<file path="config.mk">
export PLATFORM = sky130hd
export DESIGN_NAME = arbitro_memoria
export DESIGN_NICKNAME = d
export VERILOG_FILES = /design/src/rtl/arbitro_memoria.sv
export SDC_FILE = /design/constraint.sdc
export NUM_CORES = 1
export LEC_CHECK = 0
export CAP_MARGIN = 20
export CELL_PAD_IN_SITES_DETAIL_PLACEMENT = 1
export CELL_PAD_IN_SITES_GLOBAL_PLACEMENT = 2
export CORE_MARGIN = 3
export CORE_UTILIZATION = 20
export CTS_BUF_LIST = sky130_fd_sc_hd__clkbuf_2
export CTS_CLUSTER_DIAMETER = 50
export DETAILED_ROUTE_END_ITERATION = 8
export HOLD_SLACK_MARGIN = 0.03
export PLACE_DENSITY = 0.84
export SLEW_MARGIN = 20
export SYNTH_ARGS = -nofsm -noshare
export SYNTH_HDL_FRONTEND = slang
export SYNTH_SLANG_ARGS = --single-unit
export TNS_END_PERCENT = 10
</file>
<file path="constraint.sdc">
create_clock -name clk -period 2.04 [get_ports clk]
set_clock_uncertainty 0.2 [all_clocks]
set_input_delay 0.306 -clock clk [delete_from_list [all_inputs] [get_ports clk]]
set_output_delay 0.306 -clock clk [all_outputs]
set_load 0.05 [all_outputs]
</file>
<file path="src/rtl/arbitro_memoria.sv">
// Round-robin arbiter sharing one memory port among three masters:
//   0 = mask loader, 1 = pixel window reader, 2 = result writer.
// One transaction at a time: ESPERA -> ACCESO -> RESPUESTA -> ESPERA.
// Handshake: a master raises solicitud_i and keeps it (and escritura_i,
// direccion_i, datos_escritura_i) stable until it sees completado_i; the
// memory answers each strobe with a single-cycle lectura_completada.
// A wait-limit watchdog forces completion with error_tiempo if the memory
// never answers.
module arbitro_memoria #(
    parameter int ANCHO_DIR     = 10,
    parameter int ANCHO_DATOS   = 32,
    parameter int LIMITE_ESPERA = 255
) (
    input  logic                   clk,
    input  logic                   reset,
    input  logic                   solicitud_0,
    input  logic                   solicitud_1,
    input  logic                   solicitud_2,
    input  logic                   escritura_0,
    input  logic                   escritura_1,
    input  logic                   escritura_2,
    input  logic [ANCHO_DIR-1:0]   direccion_0,
    input  logic [ANCHO_DIR-1:0]   direccion_1,
    input  logic [ANCHO_DIR-1:0]   direccion_2,
    input  logic [ANCHO_DATOS-1:0] datos_escritura_0,
    input  logic [ANCHO_DATOS-1:0] datos_escritura_1,
    input  logic [ANCHO_DATOS-1:0] datos_escritura_2,
    output logic                   concedido_0,
    output logic                   concedido_1,
    output logic                   concedido_2,
    output logic                   completado_0,
    output logic                   completado_1,
    output logic                   completado_2,
    output logic [ANCHO_DATOS-1:0] datos_lectura,
    output logic [ANCHO_DIR-1:0]   direccion_mem_fisica,
    output logic                   leer,
    output logic                   escribir,
    output logic [ANCHO_DATOS-1:0] datos_mem_escritura,
    input  logic [ANCHO_DATOS-1:0] datos_memoria,
    input  logic                   lectura_completada,
    output logic                   ocupado,
    output logic                   error_tiempo,
    output logic [1:0]             estado_dbg
);

    localparam logic [1:0] ESPERA    = 2'd0;
    localparam logic [1:0] ACCESO    = 2'd1;
    localparam logic [1:0] RESPUESTA = 2'd2;

    // Watchdog counter is 8 bits wide; the limit is taken modulo that width.
    localparam logic [7:0] LIMITE_C = 8'(LIMITE_ESPERA);

    logic [1:0]             estado_q, estado_d;
    logic [1:0]             ultimo_q, ultimo_d;
    logic [7:0]             cuenta_q, cuenta_d;
    logic [2:0]             concedido_q, concedido_d;
    logic [2:0]             completado_q, completado_d;
    logic [ANCHO_DIR-1:0]   dir_q, dir_d;
    logic [ANCHO_DATOS-1:0] wdata_q, wdata_d;
    logic [ANCHO_DATOS-1:0] rdata_q, rdata_d;
    logic                   leer_q, leer_d;
    logic                   escribir_q, escribir_d;
    logic                   error_q, error_d;

    logic [2:0]             sol;
    logic                   hay_ganador;
    logic [1:0]             ganador;
    logic                   esc_sel;
    logic [ANCHO_DIR-1:0]   dir_sel;
    logic [ANCHO_DATOS-1:0] wd_sel;

    assign sol = {solicitud_2, solicitud_1, solicitud_0};

    // Pick the first requester after the last one served (rotating priority).
    always_comb begin
        hay_ganador = |sol;
        ganador     = 2'd0;
        case (ultimo_q)
            2'd0: begin
                if (sol[1])      ganador = 2'd1;
                else if (sol[2]) ganador = 2'd2;
                else             ganador = 2'd0;
            end
            2'd1: begin
                if (sol[2])      ganador = 2'd2;
                else if (sol[0]) ganador = 2'd0;
                else             ganador = 2'd1;
            end
            default: begin
                if (sol[0])      ganador = 2'd0;
                else if (sol[1]) ganador = 2'd1;
                else             ganador = 2'd2;
            end
        endcase
    end

    // Route the winning master's command fields toward the port registers.
    always_comb begin
        esc_sel = escritura_0;
        dir_sel = direccion_0;
        wd_sel  = datos_escritura_0;
        case (ganador)
            2'd1: begin
                esc_sel = escritura_1;
                dir_sel = direccion_1;
                wd_sel  = datos_escritura_1;
            end
            2'd2: begin
                esc_sel = escritura_2;
                dir_sel = direccion_2;
                wd_sel  = datos_escritura_2;
            end
            default: begin
                esc_sel = escritura_0;
                dir_sel = direccion_0;
                wd_sel  = datos_escritura_0;
            end
        endcase
    end

    // Next-state logic for the arbitration FSM, strobes and watchdog.
    always_comb begin
        estado_d     = estado_q;
        ultimo_d     = ultimo_q;
        cuenta_d     = cuenta_q;
        concedido_d  = concedido_q;
        completado_d = completado_q;
        dir_d        = dir_q;
        wdata_d      = wdata_q;
        rdata_d      = rdata_q;
        leer_d       = leer_q;
        escribir_d   = escribir_q;
        error_d      = error_q;
        case (estado_q)
            ESPERA: begin
                if (hay_ganador) begin
                    dir_d       = dir_sel;
                    wdata_d     = wd_sel;
                    leer_d      = ~esc_sel;
                    escribir_d  = esc_sel;
                    concedido_d = 3'b001 << ganador;
                    ultimo_d    = ganador;
                    cuenta_d    = 8'd0;
                    estado_d    = ACCESO;
                end
            end
            ACCESO: begin
                cuenta_d = cuenta_q + 8'd1;
                // A memory answer wins over a simultaneous timeout.
                if (lectura_completada) begin
                    if (leer_q) begin
                        rdata_d = datos_memoria;
                    end
                    leer_d       = 1'b0;
                    escribir_d   = 1'b0;
                    completado_d = concedido_q;
                    estado_d     = RESPUESTA;
                end else if ((cuenta_q + 8'd1) == LIMITE_C) begin
                    leer_d       = 1'b0;
                    escribir_d   = 1'b0;
                    error_d      = 1'b1;
                    rdata_d      = '0;
                    completado_d = concedido_q;
                    estado_d     = RESPUESTA;
                end
            end
            RESPUESTA: begin
                concedido_d  = 3'b000;
                completado_d = 3'b000;
                estado_d     = ESPERA;
            end
            default: begin
                concedido_d  = 3'b000;
                completado_d = 3'b000;
                leer_d       = 1'b0;
                escribir_d   = 1'b0;
                estado_d     = ESPERA;
            end
        endcase
    end

    // State registers; reset drops strobes at once and re-arms requester 0 first.
    always_ff @(posedge clk or negedge reset) begin
        if (!reset) begin
            estado_q     <= ESPERA;
            ultimo_q     <= 2'd2;
            cuenta_q     <= 8'd0;
            concedido_q  <= 3'b000;
            completado_q <= 3'b000;
            dir_q        <= '0;
            wdata_q      <= '0;
            rdata_q      <= '0;
            leer_q       <= 1'b0;
            escribir_q   <= 1'b0;
            error_q      <= 1'b0;
        end else begin
            estado_q     <= estado_d;
            ultimo_q     <= ultimo_d;
            cuenta_q     <= cuenta_d;
            concedido_q  <= concedido_d;
            completado_q <= completado_d;
            dir_q        <= dir_d;
            wdata_q      <= wdata_d;
            rdata_q      <= rdata_d;
            leer_q       <= leer_d;
            escribir_q   <= escribir_d;
            error_q      <= error_d;
        end
    end

    assign concedido_0          = concedido_q[0];
    assign concedido_1          = concedido_q[1];
    assign concedido_2          = concedido_q[2];
    assign completado_0         = completado_q[0];
    assign completado_1         = completado_q[1];
    assign completado_2         = completado_q[2];
    assign datos_lectura        = rdata_q;
    assign direccion_mem_fisica = dir_q;
    assign leer                 = leer_q;
    assign escribir             = escribir_q;
    assign datos_mem_escritura  = wdata_q;
    assign ocupado              = (estado_q == ACCESO) || (estado_q == RESPUESTA);
    assign error_tiempo         = error_q;
    assign estado_dbg           = estado_q;

endmodule

</file>
==> flow_metrics.tcl, run 1 <==
set metrics [dict create \
    cts_buffer_depth 2 \
    yosysSeqAreaShare 0.4993 \
    grt-ovfl-total 0 \
    vias 5284 \
    crit_path_end_kind "flop" \
    startpoint_type "flop" \
    p_seq_frac 0.237 \
    synth_edf_count 0 \
    htree_levels 3 \
    place_congestion 0.7957 \
    clockRootBuffer "clkbuf_2" \
    slew_violations 0 \
    cts_tree "built" \
    swShare 0.5269 \
    cp.depth 11 \
    hp-class "in -> reg" \
    drive_gt1_frac 0.2990 \
    start_util 0.2066 \
    clock-sinks 95 \
    finalNonFillerCells 1180 \
    rsz0062_at_grt "true" \
    maxCapViolCount 0 \
    max_stage_delay_ns 0.48 \
    path_clk_slew_ns 0.32 \
    tightest_slew_ns 0.6488 \
    antenna_found_initial 4 \
    grt_pass1_vias 5697 \
    die_area_sq_um 25700 \
    numCtsBuffers 9 \
    setup_slack_ns -0.2837 \
    syn_area_per_cell_sq_um 9.414 \
    postRouteAntennaNets 0 \
    yosys_warnings 0 \
    p_leak_uw 0.003945 \
    critPathSlowestCell "dfrtp_1" \
    design_area_sq_um 9200 \
    grt_max_degree 35 \
    status "complete, but fails checks" \
    p_int_uw 6509 \
    hold-path-cell-count 3 \
    coreArea_sq_um 23050 \
    crit_fanout 23 \
    areaGrowthSynthToFinish_pct 93.14 \
    vias_per_cell 4.478 \
    route.detailed.drc 0 \
    yosys.cell_types.count 44 \
    hold_viol 0 \
    min_period_ns 2.324 \
    grt_usage 0.1597 \
    ys_ff_latch 95 \
    fin_nets 1033 \
    grt_first_pass_wirelength_mm 32.24 \
    netlist_instances 506 \
    dp.cells 1085 \
    dp_hpwl_mm 14.66 \
    ir_drop_mv 0.6226 \
    final_core_util 0.3991 \
    p_clk_frac 0.072 \
    drt_iter0_drc 155 \
    dpl-instance-area_sq_um 7946 \
    setup_viol 55 \
    switching_power_uw 7250 \
    clkLatencyLatePin_ns 0.60 \
    violations "setup timing" \
    row_count 55 \
    syn_nets 681 \
    cp_cell_sequence "mux2i_1 > nor2_1 > a31oi_4 > inv_2 > ha_4 > buf_12 > buf_6 > a22oi_2 > nand2_1 > o21ai_1 > o21ai_1" \
    ioPinCount 253 \
    drt_wl_total_mm 20.78 \
    die_h_microns 160.3 \
    async_flop_share 1.000 \
    synth_area_leaders "dfrtp_1 (49%), o21ai_0 (11%), nand2_1 (8.1%), a22oi_1 (7.2%), a22o_1 (5.9%)" \
    synth.cell_area_sq_um 4763 \
    yosys.area.top_type "dfrtp_1" \
    die_x_microns 160.3 \
    port-buffer-count 252 \
    synth_ff_type "dfrtp_1" \
    cp.required_ns 2.36 \
    post-route-period-util 1.139 \
    reg2regPathDepth 11 \
    p_comb_frac 0.690 \
    power.density_nw_per_um2 1496 \
    cp_common_cell "o21ai_1" \
    max_slew_margin 0.5661 \
    cp.arrival_ns 2.64 \
    firstDrtPassIters 4 \
    crit_buf_inv 3 \
    critical_path.top_delay_family "compound AO/OA/AOI/OAI gates" \
    wl_per_cell_microns 17.61 \
    critPathKind "reg -> reg" \
    synth_top_cell_area_share 0.4938 \
    r2r_slack_ns -0.28 \
    fmax_mhz 430.3 \
]
cell usage after synthesis, types with 2 or more instances:
cell type,instances
buf_1,3
clkbuf_1,29
buf_2,2
a22o_2,2
inv_1,13
nand2_1,103
a31oi_1,4
nor2_1,10
o21ai_0,101
a21oi_1,7
nand4_1,2
ha_1,8
dfrtp_1,94
xor2_2,2
nor3_2,2
a22o_1,32
or3_1,2
mux2i_1,5
nand3_1,8
a22oi_1,46
nor3_1,3
nand4_4,2
buf_6,4
nand2b_1,2
power by group through the flow:
stage / sequential [uW] / clock, uW / combinational [uW]
finish: 3260 / 997 / 9500
global route: 3400 / 1140 / 10200
CTS: 3260 / 1070 / 9410
detailed placement: 3290 / 0 / 8720
global placement: 3250 / 0 / 8600
floorplan: 5860 / 0 / 2630
per-layer routing:
| layer | vias to the layer above | track usage | routed length [microns] |
|---|---|---|---|
| li1 | 2524 | - | - |
| met1 | 2506 | 0.1915 | 8708 |
| met2 | 226 | 0.2709 | 9967 |
| met3 | 26 | 0.05391 | 1607 |
| met4 | 2 | 0.04970 | 483 |
| met5 | - | 0 | 16 |
area by class of cell:
type / count / area, sq um
Fill cell: 2587 / 13850
Multi-Input combinational cell: 358 / 2496
Tap cell: 313 / 391.6
Sequential cell: 95 / 2386
Inverter: 13 / 51.30
Clock inverter: 7 / 68.82
Antenna cell: 4 / 10.01
Timing Repair Buffer: 381 / 3751
Clock buffer: 9 / 45.04
cell usage in the layout (no fill, tap or decap), drive strengths merged, types with 10 or more instances in the layout:
master / netlist / final
clkdlybuf4s50: 0 / 165
buf: 11 / 130
nand2: 103 / 103
o21ai: 102 / 102
dfrtp: 94 / 94
dlygate4sd3: 0 / 67
a22oi: 46 / 46
a22o: 34 / 34
inv: 13 / 18
clkdlybuf4s15: 0 / 14
nor2: 10 / 10
clkbuf: 29 / 10
what timing repair did:
| action | in CTS | in global routing |
|---|---|---|
| cloned | 2 | 1 |
| setup endpoints to repair | 98 | 94 |
| resized for setup | 210 | 50 |
| hold buffers | 65 | 2 |
| pin swaps | 11 | 21 |
| setup buffers | 3 | 2 |
| endpoints found under the hold margin | 157 | 2 |
registers in the layout (all words and copies together), names as in the netlist:
signal,cells
leer,1
concedido_q,3
escribir,1
error_tiempo,1
datos_lectura,32
estado_dbg,2
cuenta_q,8
datos_mem_escritura,32
ultimo_q,2
direccion_mem_fisica,10
completado_q,3
cells by family (layout without fill, tap and decap cells):
logic type	count (synthesis)	in the layout	share of synthesized area
other cells	0	4	0
simple gates	141	141	0.1353
buf+inv	53	410	0.05280
fa+ha+maj	8	8	0.02101
xor+xnor	2	2	0.006829
compound gates	201	201	0.2719
mux	6	6	0.01287
flops	95	95	0.4993
worst min-delay path, delay by kind of cell:
family / cells / cell delay, ns
buffers and inverters: 1 / 0.43
AOI/OAI and AO/OA: 2 / 0.18
path summary, 6_finish.rpt:
path                                         start                      end
max                                    ultimo_q[0]  datos_mem_escritura[13]
min                                 direccion_0[0]  direccion_mem_fisica[0]
max reg2reg                            ultimo_q[0]  datos_mem_escritura[13]
min reg2reg                direccion_mem_fisica[3]  direccion_mem_fisica[3]
max in group asynchronous                    reset              ultimo_q[1]
min in group asynchronous                    reset             error_tiempo
per-stage QoR:
step           power, uW  hold slack, ns  setup WS, ns  setup TNS, ns
2_1_floorplan       8496         -0.1896      -0.03740         -1.137
3_3_place_gp       11850        -0.03837       -0.6964         -28.26
3_5_place_dp       12010        -0.02994       -0.7452         -30.96
4_1_cts            13740         0.03250       -0.2182         -7.387
5_1_grt            14720         0.02548       -0.3364         -13.37
6_report           13760          0.1140       -0.2837         -7.070
No activity file was read; power rests on OpenSTA's default activity.
==> run 2: changes to the inputs <==
--- a/config.mk
+++ b/config.mk
@@ -10,10 +10,10 @@
 export CELL_PAD_IN_SITES_GLOBAL_PLACEMENT = 2
 export CORE_MARGIN = 3
-export CORE_UTILIZATION = 20
+export CORE_UTILIZATION = 22
 export CTS_BUF_LIST = sky130_fd_sc_hd__clkbuf_2
 export CTS_CLUSTER_DIAMETER = 50
 export DETAILED_ROUTE_END_ITERATION = 8
 export HOLD_SLACK_MARGIN = 0.03
-export PLACE_DENSITY = 0.84
+export PLACE_DENSITY = 0.88
 export SLEW_MARGIN = 20
 export SYNTH_ARGS = -nofsm -noshare
==> constraint.sdc (replaced) <==
create_clock -name clk -period 2.3 [get_ports clk]
set_clock_uncertainty 0.2 [all_clocks]
set_input_delay 0.345 -clock clk [delete_from_list [all_inputs] [get_ports clk]]
set_output_delay 0.345 -clock clk [all_outputs]
set_load 0.02 [all_outputs]
==> run 2 against run 1 <==
Effect of this change: the run now ends clean; register-to-register slack better by 0.36 ns; combinational power decreased by 39%; sequential power decreased by 14%; fmax is 4.3% higher; global-route usage down 0.69 points; die area down 8.8%; largest cell class unchanged; first-iteration DRC count increased by 1.9%.
==> flow_metrics.tcl, run 2 (synthesis results as in run 1) <==
set metrics [dict create \
    hold-path-cell-count 3 \
    port-buffer-count 252 \
    max_stage_delay_ns 0.42 \
    hp-class "in -> reg" \
    wl_per_cell_microns 17.02 \
    cp_cell_sequence "ha_1 > nand4_4 > xor2_2 > nor4b_4 > a31oi_4 > buf_12 > a22o_2" \
    numCtsBuffers 9 \
    die_area_sq_um 23450 \
    maxCapViolCount 0 \
    clockRootBuffer "clkbuf_2" \
    cp.required_ns 2.62 \
    startpoint_type "flop" \
    final_common_cell "clkdlybuf4s50_1" \
    drt_wl_total_mm 18.40 \
    grt_usage 0.1528 \
    slew_violations 0 \
    grt_first_pass_wirelength_mm 28.65 \
    cts_tree "built" \
    drt_iter0_drc 158 \
    clock-sinks 95 \
    grt_pass1_vias 5210 \
    cp.arrival_ns 2.55 \
    ir_drop_mv 0.4300 \
    die_x_microns 153.1 \
    dpl-instance-area_sq_um 7855 \
    tightest_slew_ns 0.4612 \
    clkLatencyLatePin_ns 0.59 \
    status "completed" \
    totalPowerFinal_uw 9465 \
    start_util 0.2252 \
    p_clk_frac 0.090 \
    p_int_uw 5157 \
    ioPinCount 253 \
    reg2regPathDepth 7 \
    drive_gt1_frac 0.1157 \
    vias_per_cell 4.601 \
    crit_fanout 32 \
    critPathKind "reg -> reg" \
    firstDrtPassIters 4 \
    vias 4974 \
    path_clk_slew_ns 0.32 \
    design_area_sq_um 8376 \
    fmax_mhz 449.0 \
    swShare 0.4551 \
    coreArea_sq_um 21150 \
    place_congestion 0.7482 \
    critPathSlowestCell "dfrtp_1" \
    die_h_microns 153.1 \
    crit_path_end_kind "flop" \
    dp_hpwl_mm 13.75 \
    grt-ovfl-total 0 \
    grt_max_degree 41 \
    max_slew_margin 0.6893 \
    p_leak_uw 0.004136 \
    power.density_nw_per_um2 1130 \
    switching_power_uw 4308 \
    min_period_ns 2.227 \
    post-route-period-util 0.9683 \
    antenna_found_initial 2 \
    postRouteAntennaNets 0 \
    rsz0062_at_grt "true" \
    cts_buffer_depth 2 \
    final_core_util 0.3959 \
    areaGrowthSynthToFinish_pct 75.83 \
    htree_levels 3 \
    mostFrequentLayoutCells "clkdlybuf4s50_1 (171), nand2_1 (102), o21ai_0 (97)" \
    route.detailed.drc 0 \
    p_seq_frac 0.295 \
    row_count 53 \
    p_comb_frac 0.614 \
    setup_slack_ns 0.07287 \
    setup_viol 0 \
    place_ws_ns -0.5848 \
    hold_viol 0 \
    fin_nets 974 \
]
-- run 2: changes by cell type in the layout (fill, tap and decap cells not counted), sizes merged, moves of 3 or more --
cell	previous run	this run
buf	130	47
dlygate4sd3	67	24
dlymetal6s2s	0	43
dlygate4sd2	0	36
clkdlybuf4s15	14	0
clkdlybuf4s50	165	171
clkinvlp	0	3
-- run 2: layout make-up --
class	count	area [sq um]
fillers	2427	12780
repair buffers	322	3292
flip-flops and latches	95	2379
multi-input cells	358	2197
well taps	275	344.1
clock inverters	7	65.06
inverters	13	48.80
clock buffers	9	45.04
diodes	2	5.005
-- run 2: path summary, 6_finish.rpt --
path	startpoint	to	slack (ns)
worst max-delay path	cuenta_q[1]	datos_lectura[27]	0.07
worst min-delay path	datos_escritura_0[11]	datos_mem_escritura[11]	0.11
worst max register to register	cuenta_q[1]	datos_lectura[27]	0.07
worst min register to register	datos_mem_escritura[29]	datos_mem_escritura[29]	0.31
max in group asynchronous	reset	datos_lectura[17]	1.08
min in group asynchronous	reset	datos_mem_escritura[18]	0.56
-- run 2: critical path, delay by kind of cell (launching register included) --
family | cells | cell delay, ns
AOI/OAI and AO/OA | 2 | 0.35
xor gates and xnor gates | 1 | 0.20
adders and majority gates | 1 | 0.30
buffers and inverters | 1 | 0.18
DFF | 1 | 0.42
and+or+nand+nor | 2 | 0.50
-- run 2: power groups by stage --
stage,combinational [uW],sequential (uW),clock [uW]
finish,5810,2800,857
global route,6450,2910,998
CTS,5910,2830,935
detailed placement,6020,2880,0
global placement,5930,2840,0
floorplan,2240,3660,0
-- run 2: per-layer routing --
metal  share of wire  global-route usage  vias to the layer above
met2            0.49              0.2619                      184
met1            0.41              0.1823                     2380
met5         0.00071                   0                        -
met3           0.091             0.05974                       12
met4          0.0082             0.03224                        2
li1                -                   -                     2396
-- run 2: per-stage QoR --
step                cells  hold WS [ns]  TNS (ns)
floorplan             506       -0.1506         0
global placement     1034        0.1762    -18.50
detailed placement   1034        0.1755    -19.47
CTS                  1073       0.03049  -0.04935
global route         1081       0.02570   -0.2092
finish               1081        0.1140         0
-- run 2: timing repair --
item | CTS | global route
gates resized for setup | 39 | 58
gates cloned | 0 | 0
buffers inserted | 2 | 2
pin swaps | 0 | 1
endpoints found under the setup margin | 41 | 68
hold buffers | 21 | 4
hold endpoints to repair | 113 | 4
